## src/rtl/debug_unit.sv

```systemverilog
// Host-side sequencer for the MIPS pipeline: loads instruction memory, gates run/step
// execution and streams PC plus the 32-entry register file back over the byte link.
module debug_unit #(
    parameter int                 NB_ADDR        = 32,
    parameter int                 NB_DATA        = 32,
    parameter int                 NB_REG         = 5,
    parameter int                 NB_BYTE        = 8,
    parameter logic [NB_DATA-1:0] HALT_CODE      = 32'hFFFF_FFFF,
    parameter int                 MAX_RUN_CYCLES = 1024
) (
    input  logic               i_clk,
    input  logic               i_reset,
    input  logic [NB_BYTE-1:0] i_rx_data,
    input  logic               i_rx_valid,
    output logic [NB_BYTE-1:0] o_tx_data,
    output logic               o_tx_valid,
    input  logic               i_tx_ready,
    output logic               o_mips_enable,
    output logic               o_mips_reset,
    output logic               o_imem_write,
    output logic [NB_ADDR-1:0] o_imem_addr,
    output logic [NB_DATA-1:0] o_imem_data,
    output logic [NB_REG-1:0]  o_reg_addr,
    input  logic [NB_DATA-1:0] i_reg_data,
    input  logic [NB_ADDR-1:0] i_pc,
    input  logic [NB_DATA-1:0] i_instruction,
    output logic               o_busy
);

    localparam int BYTES_PER_WORD = NB_DATA / NB_BYTE;
    localparam int NB_BCNT        = $clog2(BYTES_PER_WORD);
    localparam int ADDR_SHIFT     = $clog2(BYTES_PER_WORD);
    localparam int NB_RUN         = $clog2(MAX_RUN_CYCLES + 1);

    localparam logic [NB_BCNT-1:0] LAST_BYTE = NB_BCNT'(BYTES_PER_WORD - 1);
    localparam logic [NB_BCNT-1:0] BCNT_ONE  = NB_BCNT'(1);
    localparam logic [NB_RUN-1:0]  RUN_LIMIT = NB_RUN'(MAX_RUN_CYCLES);
    localparam logic [NB_RUN-1:0]  RUN_ONE   = NB_RUN'(1);
    localparam logic [NB_BYTE-1:0] BYTE_ONE  = NB_BYTE'(1);
    localparam logic [NB_REG-1:0]  REG_ONE   = NB_REG'(1);
    localparam logic [NB_REG-1:0]  LAST_REG  = '1;

    localparam logic [NB_BYTE-1:0] CMD_LOAD = 8'h4C;
    localparam logic [NB_BYTE-1:0] CMD_RUN  = 8'h52;
    localparam logic [NB_BYTE-1:0] CMD_STEP = 8'h53;
    localparam logic [NB_BYTE-1:0] CMD_DUMP = 8'h44;

    typedef enum logic [3:0] {
        ST_IDLE,
        ST_LOAD_CNT,
        ST_LOAD_BYTE,
        ST_LOAD_WR,
        ST_LOAD_RST,
        ST_RUN,
        ST_STEP,
        ST_DUMP_PC,
        ST_DUMP_RD,
        ST_DUMP_REG
    } state_t;

    state_t               state_reg,       state_next;
    logic [NB_BYTE-1:0]   word_cnt_reg,    word_cnt_next;
    logic [NB_BYTE-1:0]   word_idx_reg,    word_idx_next;
    logic [NB_BCNT-1:0]   rx_byte_cnt_reg, rx_byte_cnt_next;
    logic [NB_DATA-1:0]   load_word_reg,   load_word_next;
    logic [NB_RUN-1:0]    run_cnt_reg,     run_cnt_next;
    logic [NB_DATA-1:0]   tx_word_reg,     tx_word_next;
    logic [NB_BCNT-1:0]   tx_byte_cnt_reg, tx_byte_cnt_next;
    logic [NB_REG-1:0]    reg_addr_reg,    reg_addr_next;

    logic enter_dump;
    logic run_stop;
    logic tx_fire;

    always_ff @(posedge i_clk) begin
        if (i_reset) begin
            state_reg       <= ST_IDLE;
            word_cnt_reg    <= '0;
            word_idx_reg    <= '0;
            rx_byte_cnt_reg <= '0;
            load_word_reg   <= '0;
            run_cnt_reg     <= '0;
            tx_word_reg     <= '0;
            tx_byte_cnt_reg <= '0;
            reg_addr_reg    <= '0;
        end else begin
            state_reg       <= state_next;
            word_cnt_reg    <= word_cnt_next;
            word_idx_reg    <= word_idx_next;
            rx_byte_cnt_reg <= rx_byte_cnt_next;
            load_word_reg   <= load_word_next;
            run_cnt_reg     <= run_cnt_next;
            tx_word_reg     <= tx_word_next;
            tx_byte_cnt_reg <= tx_byte_cnt_next;
            reg_addr_reg    <= reg_addr_next;
        end
    end

    // The stop condition is combinational so enable drops in the very cycle HALT shows up.
    assign run_stop = (i_instruction == HALT_CODE) || (run_cnt_reg == RUN_LIMIT);
    assign tx_fire  = o_tx_valid && i_tx_ready;

    always_comb begin
        state_next       = state_reg;
        word_cnt_next    = word_cnt_reg;
        word_idx_next    = word_idx_reg;
        rx_byte_cnt_next = rx_byte_cnt_reg;
        load_word_next   = load_word_reg;
        run_cnt_next     = run_cnt_reg;
        tx_word_next     = tx_word_reg;
        tx_byte_cnt_next = tx_byte_cnt_reg;
        reg_addr_next    = reg_addr_reg;
        enter_dump       = 1'b0;
        o_mips_enable    = 1'b0;
        o_mips_reset     = 1'b0;
        o_imem_write     = 1'b0;
        o_tx_valid       = 1'b0;

        case (state_reg)
            ST_IDLE: begin
                if (i_rx_valid) begin
                    case (i_rx_data)
                        CMD_LOAD: state_next = ST_LOAD_CNT;
                        CMD_RUN: begin
                            state_next   = ST_RUN;
                            run_cnt_next = '0;
                        end
                        CMD_STEP: state_next = ST_STEP;
                        CMD_DUMP: enter_dump = 1'b1;
                        default:  state_next = ST_IDLE;
                    endcase
                end
            end

            ST_LOAD_CNT: begin
                if (i_rx_valid) begin
                    if (i_rx_data == '0) begin
                        state_next = ST_IDLE;
                    end else begin
                        word_cnt_next    = i_rx_data;
                        word_idx_next    = '0;
                        rx_byte_cnt_next = '0;
                        state_next       = ST_LOAD_BYTE;
                    end
                end
            end

            ST_LOAD_BYTE: begin
                if (i_rx_valid) begin
                    load_word_next   = {load_word_reg[NB_DATA-NB_BYTE-1:0], i_rx_data};
                    rx_byte_cnt_next = rx_byte_cnt_reg + BCNT_ONE;
                    if (rx_byte_cnt_reg == LAST_BYTE) begin
                        state_next = ST_LOAD_WR;
                    end
                end
            end

            ST_LOAD_WR: begin
                o_imem_write = 1'b1;
                if (word_idx_reg == word_cnt_reg - BYTE_ONE) begin
                    state_next = ST_LOAD_RST;
                end else begin
                    word_idx_next = word_idx_reg + BYTE_ONE;
                    state_next    = ST_LOAD_BYTE;
                    // A byte landing here already belongs to the next word.
                    if (i_rx_valid) begin
                        load_word_next   = {load_word_reg[NB_DATA-NB_BYTE-1:0], i_rx_data};
                        rx_byte_cnt_next = rx_byte_cnt_reg + BCNT_ONE;
                    end
                end
            end

            ST_LOAD_RST: begin
                o_mips_reset = 1'b1;
                state_next   = ST_IDLE;
            end

            ST_RUN: begin
                if (run_stop) begin
                    enter_dump = 1'b1;
                end else begin
                    o_mips_enable = 1'b1;
                    run_cnt_next  = run_cnt_reg + RUN_ONE;
                end
            end

            ST_STEP: begin
                o_mips_enable = 1'b1;
                enter_dump    = 1'b1;
            end

            ST_DUMP_PC, ST_DUMP_REG: begin
                o_tx_valid = 1'b1;
                if (tx_fire) begin
                    tx_word_next     = tx_word_reg << NB_BYTE;
                    tx_byte_cnt_next = tx_byte_cnt_reg + BCNT_ONE;
                    if (tx_byte_cnt_reg == LAST_BYTE) begin
                        if (state_reg == ST_DUMP_PC) begin
                            state_next = ST_DUMP_RD;
                        end else if (reg_addr_reg == LAST_REG) begin
                            state_next = ST_IDLE;
                        end else begin
                            reg_addr_next = reg_addr_reg + REG_ONE;
                            state_next    = ST_DUMP_RD;
                        end
                    end
                end
            end

            // One bubble: reg_addr has been stable for a cycle, so read data is valid to latch.
            ST_DUMP_RD: begin
                tx_word_next     = i_reg_data;
                tx_byte_cnt_next = '0;
                state_next       = ST_DUMP_REG;
            end

            default: state_next = ST_IDLE;
        endcase

        if (enter_dump) begin
            state_next       = ST_DUMP_PC;
            tx_word_next     = NB_DATA'(i_pc);
            tx_byte_cnt_next = '0;
            reg_addr_next    = '0;
        end
    end

    assign o_tx_data   = tx_word_reg[NB_DATA-1 -: NB_BYTE];
    assign o_imem_addr = NB_ADDR'(word_idx_reg) << ADDR_SHIFT;
    assign o_imem_data = load_word_reg;
    assign o_reg_addr  = reg_addr_reg;
    assign o_busy      = (state_reg != ST_IDLE);

endmodule

```

## config.mk

```make
export PLATFORM = sky130hd
export DESIGN_NAME = debug_unit
export DESIGN_NICKNAME = d
export VERILOG_FILES = /design/src/rtl/debug_unit.sv
export SDC_FILE = /design/constraint.sdc
export NUM_CORES = 1
export LEC_CHECK = 0
export CORE_AREA = 10 10 126 128
export DETAILED_ROUTE_END_ITERATION = 10
export DIE_AREA = 0 0 136 138
export GPL_TIMING_DRIVEN = 0
export PLACE_DENSITY = 0.87
export SYNTH_ARGS = -nofsm -noshare
export SYNTH_HDL_FRONTEND = slang
export SYNTH_SLANG_ARGS = --single-unit
```

## constraint.sdc

```tcl
create_clock -name i_clk -period 2.5 [get_ports i_clk]
set_input_delay 0.625 -clock i_clk [delete_from_list [all_inputs] [get_ports i_clk]]
set_output_delay 0.625 -clock i_clk [all_outputs]
set_load 0.02 [all_outputs]
```

* Word-level counts from Yosys, hierarchy flattened
Index checks and enable logic that the tools add are counted.
** Cells by class
- $add $sub $neg :: 6
- Multipliers :: 0
- Div/mod/pow operators :: 0
- Magnitude comparators :: 0
- Eq/ne operators :: 38
- Shifts and indexed selects :: 0
- Muxes and demuxes :: 43
- Bitwise logic cells :: 4
- Reductions and logical operators :: 24
** Operators with widths (count)
- two-way mux 32 bit :: 4
- one-hot mux 32 bit (2 select lines) :: 2
- two-way mux 11 bit :: 3
- == test 32 bit, second input constant :: 1
- == test 8 x 7 -> 1 bit, second input constant :: 4
- two-way mux 4 bit :: 8
- one-hot mux 4 bit (7 select lines) :: 1
- two-way mux 8 bit :: 3
- one-hot mux 11 bit (2 select lines) :: 1
- != test 3 bit, second input constant :: 7
- != test 2 bit, second input constant :: 10
- == test 4 x 3 -> 1 bit, second input constant :: 4
- one-hot mux 4 bit (4 select lines) :: 1
- one-hot mux 8 bit (2 select lines) :: 1
- AND reduction 8 bit :: 2
- two-way mux 2 bit :: 6
- AND reduction 4 bit :: 3
- adder 11 x 1 -> 11 bit, second input constant :: 1
- == test 11 bit, second input constant :: 1
- adder 8 x 1 -> 8 bit, second input constant :: 1
- == test 4 x 2 -> 1 bit, second input constant :: 2
- == test 4 bit, second input constant :: 2
- == test 8 bit :: 1
- logical NOT 8 bit :: 1
- 24 further kinds :: 45
** Storage, ports and cells
- Register bits after elaboration :: 104
- Latch bits :: 0
- RAM bits :: 0
- Memory bits (read-only) :: 0
- Input port bits :: 108
- Output and inout bits :: 82
- Memories :: 0

* Depth between registers and ports, before layout
Gate-level depths: netlist (run 1).
- Depth in word-level cells :: 7
- Mapped depth :: 12

* Worst setup path before layout (run 1)
OpenSTA, ideal clock, no wires.
- Kind :: flip-flop to flip-flop
- Start point :: register word_cnt_reg[0]
- End point :: register load_word_reg[10] (netlist: o_imem_data[10])
- Setup time :: 0.128 ns
- Arrival :: 2.236 ns
- Slack :: 0.137 ns
- Cell stages (with the launch flop) :: 13
- Buffers on the path :: 3
- Clock period less this slack :: 2.363 ns
- Path through :: dfxtp_1 > inv_1 > ha_1 > clkbuf_2 > xor2_1 > nor2_1 > a21oi_1 > a2111oi_4 > a31o_1 > buf_4 > buf_6 > mux2i_1 > nor2_1
** On the way
- Word-level cells in the longest chain between the ends :: 4
** Ends and longest elaborated chain
- start, declared :: line 62 : logic [NB_BYTE-1:0] word_cnt_reg, word_cnt_next;
- start signal, assigned :: line 88 : word_cnt_reg <= word_cnt_next;
- subtractor 8 x 1 -> 8 bit :: line 160 : if (word_idx_reg == word_cnt_reg - BYTE_ONE) begin
- == test 8 bit :: line 160
- != test 2 bit (no line)
- AND reduction 2 bit (no line)
- end signal, assigned :: line 91 : load_word_reg <= load_word_next;
- end, declared :: line 65 : logic [NB_DATA-1:0] load_word_reg, load_word_next;
Every way passes these cells.
A chain may end at the register's enable or synchronous reset.

* Final worst setup path (run 1)
- Start point :: input port i_rx_data[2]
- End point :: register run_cnt_reg[10]
** On the way
- Word-level cells in the longest chain between the ends :: 3
** Ends and longest elaborated chain
- start, declared :: line 13 : input logic [NB_BYTE-1:0] i_rx_data,
- == test 8 x 7 -> 1 bit :: line 122 : case (i_rx_data)
- != test 2 x 1 -> 1 bit (no line)
- AND reduction 4 bit (no line)
- end signal, assigned :: line 92 : run_cnt_reg <= run_cnt_next;
- end, declared :: line 66 : logic [NB_RUN-1:0] run_cnt_reg, run_cnt_next;
Every way passes these cells.

==> results of run 1 <==
-- power breakdown --
part           internal, mW  leakage, nW  switching (mW)  total, mW
Sequential             1.76        0.840          0.0966       1.86
Combinational         0.704         2.45           0.790       1.49
Clock                 0.707        0.142           0.698       1.40
Total                  3.17         3.44            1.58       4.75
-- area by class of cell --
class / count / area (um2) / area share [%]
Multi-Input combinational cell: 468 / 2999 / 37.98
Sequential cell: 104 / 2085 / 26.39
Timing Repair Buffer: 174 / 1780 / 22.54
Buffer: 67 / 471.7 / 5.973
Clock buffer: 9 / 225.2 / 2.852
Tap cell: 180 / 225.2 / 2.852
Clock inverter: 7 / 70.07 / 0.8872
Inverter: 11 / 41.29 / 0.5228
-- cells by family (layout without fill, tap and decap cells) --
| group | count (synthesis) | count (layout) | synth area share (%) |
|---|---|---|---|
| AO/OA/AOI/OAI | 104 | 104 | 14.13 |
| XOR/XNOR | 29 | 29 | 4.719 |
| adder cells (fa/ha/maj) | 8 | 8 | 1.860 |
| buffers and inverters | 80 | 268 | 9.065 |
| flip-flops | 104 | 104 | 38.68 |
| multiplexers | 51 | 51 | 9.484 |
| other | 1 | 24 | 0.06967 |
| AND/OR/NAND/NOR | 252 | 252 | 21.99 |
-- metal layers --
| layer | track usage [%] | vias to the layer above |
|---|---|---|
| li1 | - | 2574 |
| met1 | 18.02 | 2442 |
| met2 | 30.17 | 172 |
| met3 | 6.739 | 31 |
| met4 | 5.833 | 0 |
| met5 | 0 | - |
-- cells in the final DEF, fill, tap and decap left out, types with 8 or more instances in the layout --
master / synthesis / routed
dlymetal6s2s_1: 0 / 32
nor2_1: 91 / 90
a311o_1: 10 / 10
a21oi_1: 24 / 22
clkdlybuf4s50_1: 0 / 123
a31oi_1: 15 / 15
nand4_1: 11 / 11
clkbuf_1: 17 / 12
o21ai_0: 11 / 10
inv_1: 11 / 11
mux2i_1: 51 / 51
buf_4: 37 / 48
nand3_1: 32 / 30
dfxtp_1: 104 / 102
clkbuf_16: 0 / 9
conb_1: 1 / 24
nand2_1: 71 / 71
xnor2_1: 22 / 21
nor3_1: 9 / 8
a22oi_1: 14 / 14
-- worst register-to-register path, delay by kind of cell, from the launching register on --
family                   cells  cell delay (ns)
XOR/XNOR                     1             0.14
flip-flops                   1             0.39
AO/OA/AOI/OAI                3             0.70
AND/OR/NAND/NOR              2             0.16
multiplexers                 1             0.22
adder cells (fa/ha/maj)      1             0.20
buffers and inverters        3             0.42
-- cell usage after synthesis (3+ instances only) --
| cell type | number | area [um2] |
|---|---|---|
| nor4_1 | 7 | 43.79 |
| xor2_1 | 7 | 61.31 |
| mux2i_1 | 51 | 510.5 |
| buf_4 | 37 | 277.8 |
| nand2b_1 | 7 | 43.79 |
| nor3_1 | 9 | 45.04 |
| a2111oi_0 | 3 | 26.28 |
| a311o_1 | 10 | 100.1 |
| xnor2_1 | 22 | 192.7 |
| buf_2 | 8 | 40.04 |
| a21oi_1 | 24 | 120.1 |
| nand3_1 | 32 | 160.2 |
| nor2_1 | 91 | 341.6 |
| a22oi_1 | 14 | 105.1 |
| a31oi_1 | 15 | 93.84 |
| o21a_1 | 3 | 22.52 |
| buf_6 | 5 | 56.30 |
| nand2_1 | 71 | 266.5 |
| inv_1 | 11 | 41.29 |
| o21ai_0 | 11 | 55.05 |
| a211oi_1 | 3 | 22.52 |
| nor2b_1 | 3 | 18.77 |
| ha_1 | 8 | 100.1 |
| dfxtp_1 | 104 | 2082 |
| and2_1 | 4 | 25.02 |
| clkbuf_1 | 17 | 63.81 |
| nand3b_1 | 3 | 22.52 |
| and4b_1 | 4 | 40.04 |
| nand4_1 | 11 | 68.82 |
-- final timing paths --
check	endpoint	cells past startpoint	start
worst min-delay path	rx_byte_cnt_reg[1]	2	rx_byte_cnt_reg[1]
worst max register to register	o_imem_data[7]	11	word_cnt_reg[1]
worst max-delay path	run_cnt_reg[10]	9	i_rx_data[2]
worst min register to register	rx_byte_cnt_reg[1]	2	rx_byte_cnt_reg[1]
-- repair_timing --
item                                    in CTS  in global routing
endpoints found under the setup margin      92                 88
gates resized for setup                     37                 45
pin swaps                                    7                 17
buffers inserted                             6                  4
endpoints found under the hold margin        0                  0
==> flow_summary.toml, run 1 <==
[clocking]
clock_latency_ns = 0.35
clockBufferDepth = 2
root_buffer = "clkbuf_16"
cts_tree = "done"
htree_levels = 3
cts_hold_buf = 0
cts_buffers = 9
cts.clk_slew.worst_paths_ns = 0.08
clock_sinks = 104

[synth]
async_reset_ff_share_pct = 0
syn_avg_cell_area_um2 = 8.557
ys_seq_area_share_pct = 38.68
synth_area_um2 = 5383
synth_edf_count = 0
ys_seq_elements = 104
netlist-cell-type-count = 58
synth_ff_type = "dfxtp_1"
netlist_instances = 629
ys_warn_count = 0

[layout]
nets = 951
antennaDiodeCount = 0
syn_to_final_growth_pct = 46.72
fin_area_um2 = 7898
finalNonFillerCells = 1020
final_util_pct = 58.48
fillCellCount = 1210
drive_above_1_share_pct = 13.33

[worst_setup_path]
start_kind = "input port"
crit_slowest_cell = "clkdlybuf4s50_1"
crit_path_end_kind = "register"
crit_required_ns = 2.75
path_buf_inv = 2
crit_family = "buffers and inverters"
critical-path-max-stage-delay_ns = 0.52
r2r_slack_ns = 0.18
cp_cell_sequence = "clkdlybuf4s50_1 > nor2_1 > nand3_1 > nor3_1 > nand3_1 > o41ai_2 > buf_4 > nor2_1 > a41o_1"
critPathKind = "input port to register"
cp_max_fo = 10
arrival_ns = 2.67

[pwr]
power_mw = 4.754
p_leak_nw = 3.436
vdd_drop_max_v = 0.0004085
power.density_nw_per_um2 = 602.0

[floorplanning]
row_count = 43
ios = 190
dieArea_um2 = 18770
die_height_um = 138
coreArea_um2 = 13500
die_w_um = 136
initial_core_util_pct = 39.86

[timing]
setup_ws_ns = 0.07138
timing.final.crit_share_pct = 97.14
setup_tns_ns = 0
slew_violations = 0
max_freq_mhz = 411.8
slew_headroom_pct = 47.09
min_period_ns = 2.429
worst-slew-pin-transition_ns = 0.7875
holdWs_ns = 0.4655
setup_viol_count_final = 0
hold_viol = 0
fin_skew_ns = 0.006086

[detailed_routing]
drtIter0Drc = 277
dr_total_vias = 5219
met3_length_mm = 1.506
routedLengthMet1_mm = 6.375
vias_per_cell = 5.117
ant_nets = 0
wl_per_cell_um = 16.49
wl_met2_mm = 8.559
dr.max_layer_used = "met4"
drc = 0
drt_pass1_iterations = 5
routed_wl_mm = 16.82

[place]
dpl.hpwl_mm = 12.91
io_buffers = 164
dpl_worst_slack_ns = -0.7773
gp_congestion = 0.8538
dp.cells = 996
placed_area_um2 = 7336

[grt]
grt_overflow_total = 0
grt_max_degree = 21
grt_pass1_wl_mm = 26.49
grt_pass1_vias = 5291
grt_antenna_before_repair = 0
grt_use_total_pct = 17.14

[flow_run]
drv_cap = 0

[worst_hold_path]
hold_class = "register to register"

[run_status]
status = "complete, no violations"
(Power assumes the default switching activity.)
==> inputs of run 2 (changes only) <==
==> config.mk (replaced) <==
export PLATFORM = sky130hd
export DESIGN_NAME = debug_unit
export DESIGN_NICKNAME = d
export VERILOG_FILES = /design/src/rtl/debug_unit.sv
export SDC_FILE = /design/constraint.sdc
export NUM_CORES = 1
export LEC_CHECK = 0
export CORE_AREA = 10 10 121 123
export DETAILED_ROUTE_END_ITERATION = 10
export DIE_AREA = 0 0 131 133
export DONT_BUFFER_PORTS = 1
export GPL_TIMING_DRIVEN = 0
export PLACE_DENSITY = 0.72
export SYNTH_ARGS = -nofsm -noshare
export SYNTH_HDL_FRONTEND = slang
export SYNTH_SLANG_ARGS = --single-unit
==> constraint.sdc (replaced) <==
create_clock -name i_clk -period 2 [get_ports i_clk]
set_input_delay 0.5 -clock i_clk [delete_from_list [all_inputs] [get_ports i_clk]]
set_output_delay 0.5 -clock i_clk [all_outputs]
set_load 0.02 [all_outputs]
==> flow_summary.toml, run 2 (synthesis results as in run 1) <==
[run_status]
status = "finished with violations"
violations = "negative setup slack"

[clocking]
clock_sinks = 104
cts_buffers = 9
htree_levels = 3
cts_tree = "done"
clockBufferDepth = 2
cts.clk_slew.worst_paths_ns = 0.08
clock_latency_ns = 0.36
root_buffer = "clkbuf_16"

[worst_setup_path]
critPathKind = "register to register"
cp_cell_sequence = "inv_4 > ha_4 > buf_4 > and4b_1 > o31ai_2 > a22oi_2 > buf_4 > buf_8 > buf_6 > a31o_4 > or2_4 > a21oi_2"
cp_max_fo = 6
crit_family = "compound AO/OA/AOI/OAI gates"
arrival_ns = 2.66
crit_required_ns = 2.29
critical-path-max-stage-delay_ns = 0.37
crit_slowest_cell = "dfxtp_4"
crit_path_end_kind = "register"
path_buf_inv = 5
cp_common_cell = "buf_4"
start_kind = "register"

[grt]
use_met1_pct = 20.66
grt_use_total_pct = 19.06
grt_pass1_vias = 4967
grt_pass1_wl_mm = 26.68
top_usage_layer = "met2"
grt_overflow_total = 0
met2_usage_pct = 31.83
gr-usage-met3_pct = 8.829
grt_max_degree = 18
grt_antenna_before_repair = 0

[detailed_routing]
drtIter0Drc = 353
ant_nets = 0
drc = 0
wl_per_cell_um = 20.76
routed_wl_mm = 19.00
drt_pass1_iterations = 5
vias_per_cell = 5.591
dr_total_vias = 5116

[timing]
hold_viol = 0
slew_headroom_pct = 53.27
setup_ws_ns = -0.3670
holdWs_ns = 0.2661
fin_skew_ns = 0.009411
setup_viol_count_final = 81
max_freq_mhz = 422.5
min_period_ns = 2.367
timing.final.crit_share_pct = 118.4
worst-slew-pin-transition_ns = 0.7010
rsz0062_at_grt = "true"
slew_violations = 0

[layout]
seqCellArea_um2 = 2123
mostFrequentLayoutCell = "dfxtp_1"
fin_area_um2 = 7759
drive_above_1_share_pct = 38.63
syn_to_final_growth_pct = 44.14
multi_input_area_um2 = 3615
nets = 854
antennaDiodeCount = 0
fillCellCount = 963
layout_common_cells = "dfxtp_1 (87), nor2_1 (85), buf_4 (80)"

[pwr]
p_leak_nw = 3.148
vdd_drop_max_v = 0.0005642
power.density_nw_per_um2 = 877.6

[floorplanning]
dieArea_um2 = 17420
coreArea_um2 = 12360
die_w_um = 131
row_count = 41
die_height_um = 133
ios = 190
initial_core_util_pct = 43.54

[worst_hold_path]
hold_class = "input port to register"

[place]
dpl.hpwl_mm = 12.25
gp_congestion = 0.8805
placed_area_um2 = 5769
io_buffers = 0

[flow_run]
drv_cap = 0
-- run 2: cell count changes in the layout (fill, tap and decap cells not counted), sizes merged --
| cell | delta |
|---|---|
| clkinv | +1 |
| bufinv | +1 |
| clkinvlp | +1 |
| clkdlybuf4s50 | -123 |
| clkbuf | +4 |
| inv | -4 |
| dlygate4sd2 | -7 |
| buf | +62 |
| dlymetal6s2s | -32 |
-- run 2: final timing paths --
path / from / end / slack (ns) / depth (start not counted)
setup reg to reg: word_cnt_reg[0] / rx_byte_cnt_reg[1] / -0.37 / 12
hold reg to reg: rx_byte_cnt_reg[1] / rx_byte_cnt_reg[1] / 0.48 / 2
hold / removal: i_reg_data[6] / tx_word_reg[6] / 0.27 / 2
setup / recovery: word_cnt_reg[0] / rx_byte_cnt_reg[1] / -0.37 / 12
-- run 2: area by class of cell --
cell class / instances / area share, %
clock inverter: 6 / 0.8708
sequential: 104 / 27.37
multi-input combinational: 468 / 46.59
timing repair buffer: 81 / 11.45
buffer: 63 / 7.273
clock buffer: 10 / 3.080
inverter: 11 / 0.5967
tap: 172 / 2.774
-- run 2: timing repair --
| action | 4_1_cts | 5_1_grt |
|---|---|---|
| setup buffers | 46 | 29 |
| hold buffers | 0 | 0 |
| endpoints found under the setup margin | 107 | 99 |
| gates resized for setup | 127 | 118 |
| cloned | 4 | 7 |
| pin swaps | 21 | 86 |
-- run 2: power by group --
group	leakage (nW)	switching (mW)	internal, mW
Clock	0.145	0.820	1.01
Combinational	2.15	1.31	1.27
Sequential	0.850	0.191	2.21
-- run 2: layer usage --
layer / part of all wire, % / vias up
met3: 9.8 / 47
met1: 36 / 2451
li1: - / 2388
met5: 0 / -
met4: 3.1 / 0
met2: 51 / 230
-- run 2: through the flow --
| stage | worst slack [ns] | instances | power, mW | setup TNS (ns) | utilization (%) |
|---|---|---|---|---|---|
| detailed placement | -0.6239 | 824 | 3.810 | -38.74 | 46.67 |
| global route | -0.4753 | 915 | 7.094 | -23.09 | 62.76 |
| finish | -0.3670 | 915 | 6.809 | -15.49 | 62.76 |
| global placement | -0.5560 | 824 | 3.760 | -34.21 | 46.67 |
| CTS | -0.3388 | 886 | 6.276 | -10.98 | 56.56 |
| floorplan | -0.3175 | 652 | 3.535 | -10.34 | - |
==> inputs of run 3 (changes only) <==
--- a/config.mk
+++ b/config.mk
@@ -11,6 +11,7 @@
 export DONT_BUFFER_PORTS = 1
 export GPL_TIMING_DRIVEN = 0
 export PLACE_DENSITY = 0.72
+export REMOVE_ABC_BUFFERS = 1
 export SYNTH_ARGS = -nofsm -noshare
 export SYNTH_HDL_FRONTEND = slang
 export SYNTH_SLANG_ARGS = --single-unit
==> flow_summary.toml, run 3 (synthesis results as in run 1) <==
[detailed_routing]
wl_per_cell_um = 21.53
routed_wl_mm = 18.45
drc = 0
dr_total_vias = 5038
ant_nets = 0
drtIter0Drc = 296
drt_pass1_iterations = 5
vias_per_cell = 5.879

[clocking]
clockBufferDepth = 2
clock_sinks = 104
htree_levels = 3
root_buffer = "clkbuf_16"
cts_buffers = 9
cts.clk_slew.worst_paths_ns = 0.07
clock_latency_ns = 0.35
cts_tree = "done"
cts_hold_buf = 0

[run_status]
violations = "negative setup slack"
status = "finished with violations"

[layout]
seqCellArea_um2 = 2128
antennaDiodeCount = 0
layout_common_cells = "dfxtp_1 (87), nor2_1 (84), nand2_1 (60)"
drive_above_1_share_pct = 32.12
mostFrequentLayoutCell = "dfxtp_1"
final_util_pct = 57.44
fillCellCount = 992
multi_input_area_um2 = 3656
nets = 796
finalNonFillerCells = 857
syn_to_final_growth_pct = 31.94

[timing]
worst-slew-pin-transition_ns = 0.6306
setup_ws_ns = -0.2980
holdWs_ns = 0.2120
rsz0062_at_grt = "true"
setup_viol_count_final = 67
slew_violations = 0
slew_headroom_pct = 57.61
min_period_ns = 2.298
fin_skew_ns = 0.008634
timing.final.crit_share_pct = 114.9
hold_viol = 0
max_freq_mhz = 435.2

[floorplanning]
coreArea_um2 = 12360
initial_core_util_pct = 43.54
die_w_um = 131
die_height_um = 133
row_count = 41
ios = 190
dieArea_um2 = 17420

[place]
dp.cells = 757
gp_congestion = 0.8535
io_buffers = 0
dpl.hpwl_mm = 10.68

[worst_setup_path]
critPathKind = "register to register"
start_kind = "register"
crit_path_end_kind = "register"
crit_required_ns = 2.24
arrival_ns = 2.54
cp_max_fo = 6

[grt]
grt_overflow_total = 0
grt_pass1_wl_mm = 25.76
grt_antenna_before_repair = 0
grt_pass1_vias = 4864
grt_max_degree = 73
grt_use_total_pct = 18.43

[flow_run]
drv_cap = 0

[pwr]
power.density_nw_per_um2 = 928.4
vdd_drop_max_v = 0.0003786
power_mw = 6.593
p_leak_nw = 2.776

[worst_hold_path]
hold_class = "input port to register"
run 3: changes by cell type in the layout (fill, tap and decap cells not counted), sizes merged:
cell	change
and2	+3
clkbuf	-20
o22ai	+1
inv	+3
clkinv	-1
a21o	+7
clkinvlp	-1
buf	-50
run 3: through the flow:
stage               area [um2]  setup slack (ns)  setup TNS (ns)
finish                    7102           -0.2980          -12.08
global route              7102           -0.3978          -18.62
CTS                       6444           -0.3047          -10.63
detailed placement        5289            -1.223          -80.86
global placement          5238            -1.585         -105.44
floorplan                 5022            -1.121          -56.47
run 3: path summary, 6_finish.rpt:
check	from	end	slack [ns]	cells past startpoint
setup / recovery	word_cnt_reg[0]	o_imem_data[19]	-0.30	12
hold reg to reg	tx_byte_cnt_reg[1]	tx_byte_cnt_reg[1]	0.48	2
setup reg to reg	word_cnt_reg[0]	o_imem_data[19]	-0.30	12
hold / removal	i_reset	o_imem_data[25]	0.21	1
run 3: area by class of cell:
| class | count | area share [%] |
|---|---|---|
| clock buffers | 9 | 3.171 |
| clock inverters | 7 | 1.216 |
| multi-input cells | 479 | 51.48 |
| flip-flops and latches | 104 | 29.97 |
| repair buffers | 75 | 10.41 |
| well taps | 172 | 3.030 |
| inverters | 11 | 0.7223 |
run 3: report_power, final:
part	switching (mW)	internal (mW)
sequential	0.234	2.21
clock	0.864	1.00
combinational	1.25	1.04
total	2.34	4.25
run 3: worst max-delay path, stage by stage (launching register included):
cell,delay (ns)
dfxtp_4,0.38
inv_4,0.04
ha_4,0.19
buf_4,0.14
buf_4,0.14
o21ai_2,0.14
a21oi_1,0.09
a22oi_2,0.27
a31o_4,0.26
buf_6,0.14
buf_12,0.12
mux2i_2,0.20
nor2_1,0.06
run 3: metal layers:
metal / vias to the layer above / part of all wire (%) / track usage (%)
met5: - / 0 / 0
met1: 2417 / 36 / 19.95
met4: 0 / 3.0 / 6.428
li1: 2293 / - / -
met2: 277 / 50 / 31.40
met3: 51 / 11 / 7.591
run 3: repair_timing:
item / in CTS / in global routing
resized for setup: 109 / 97
setup buffers: 29 / 45
cloned: 10 / 5
pin swaps: 28 / 58
setup endpoints to repair: 108 / 95
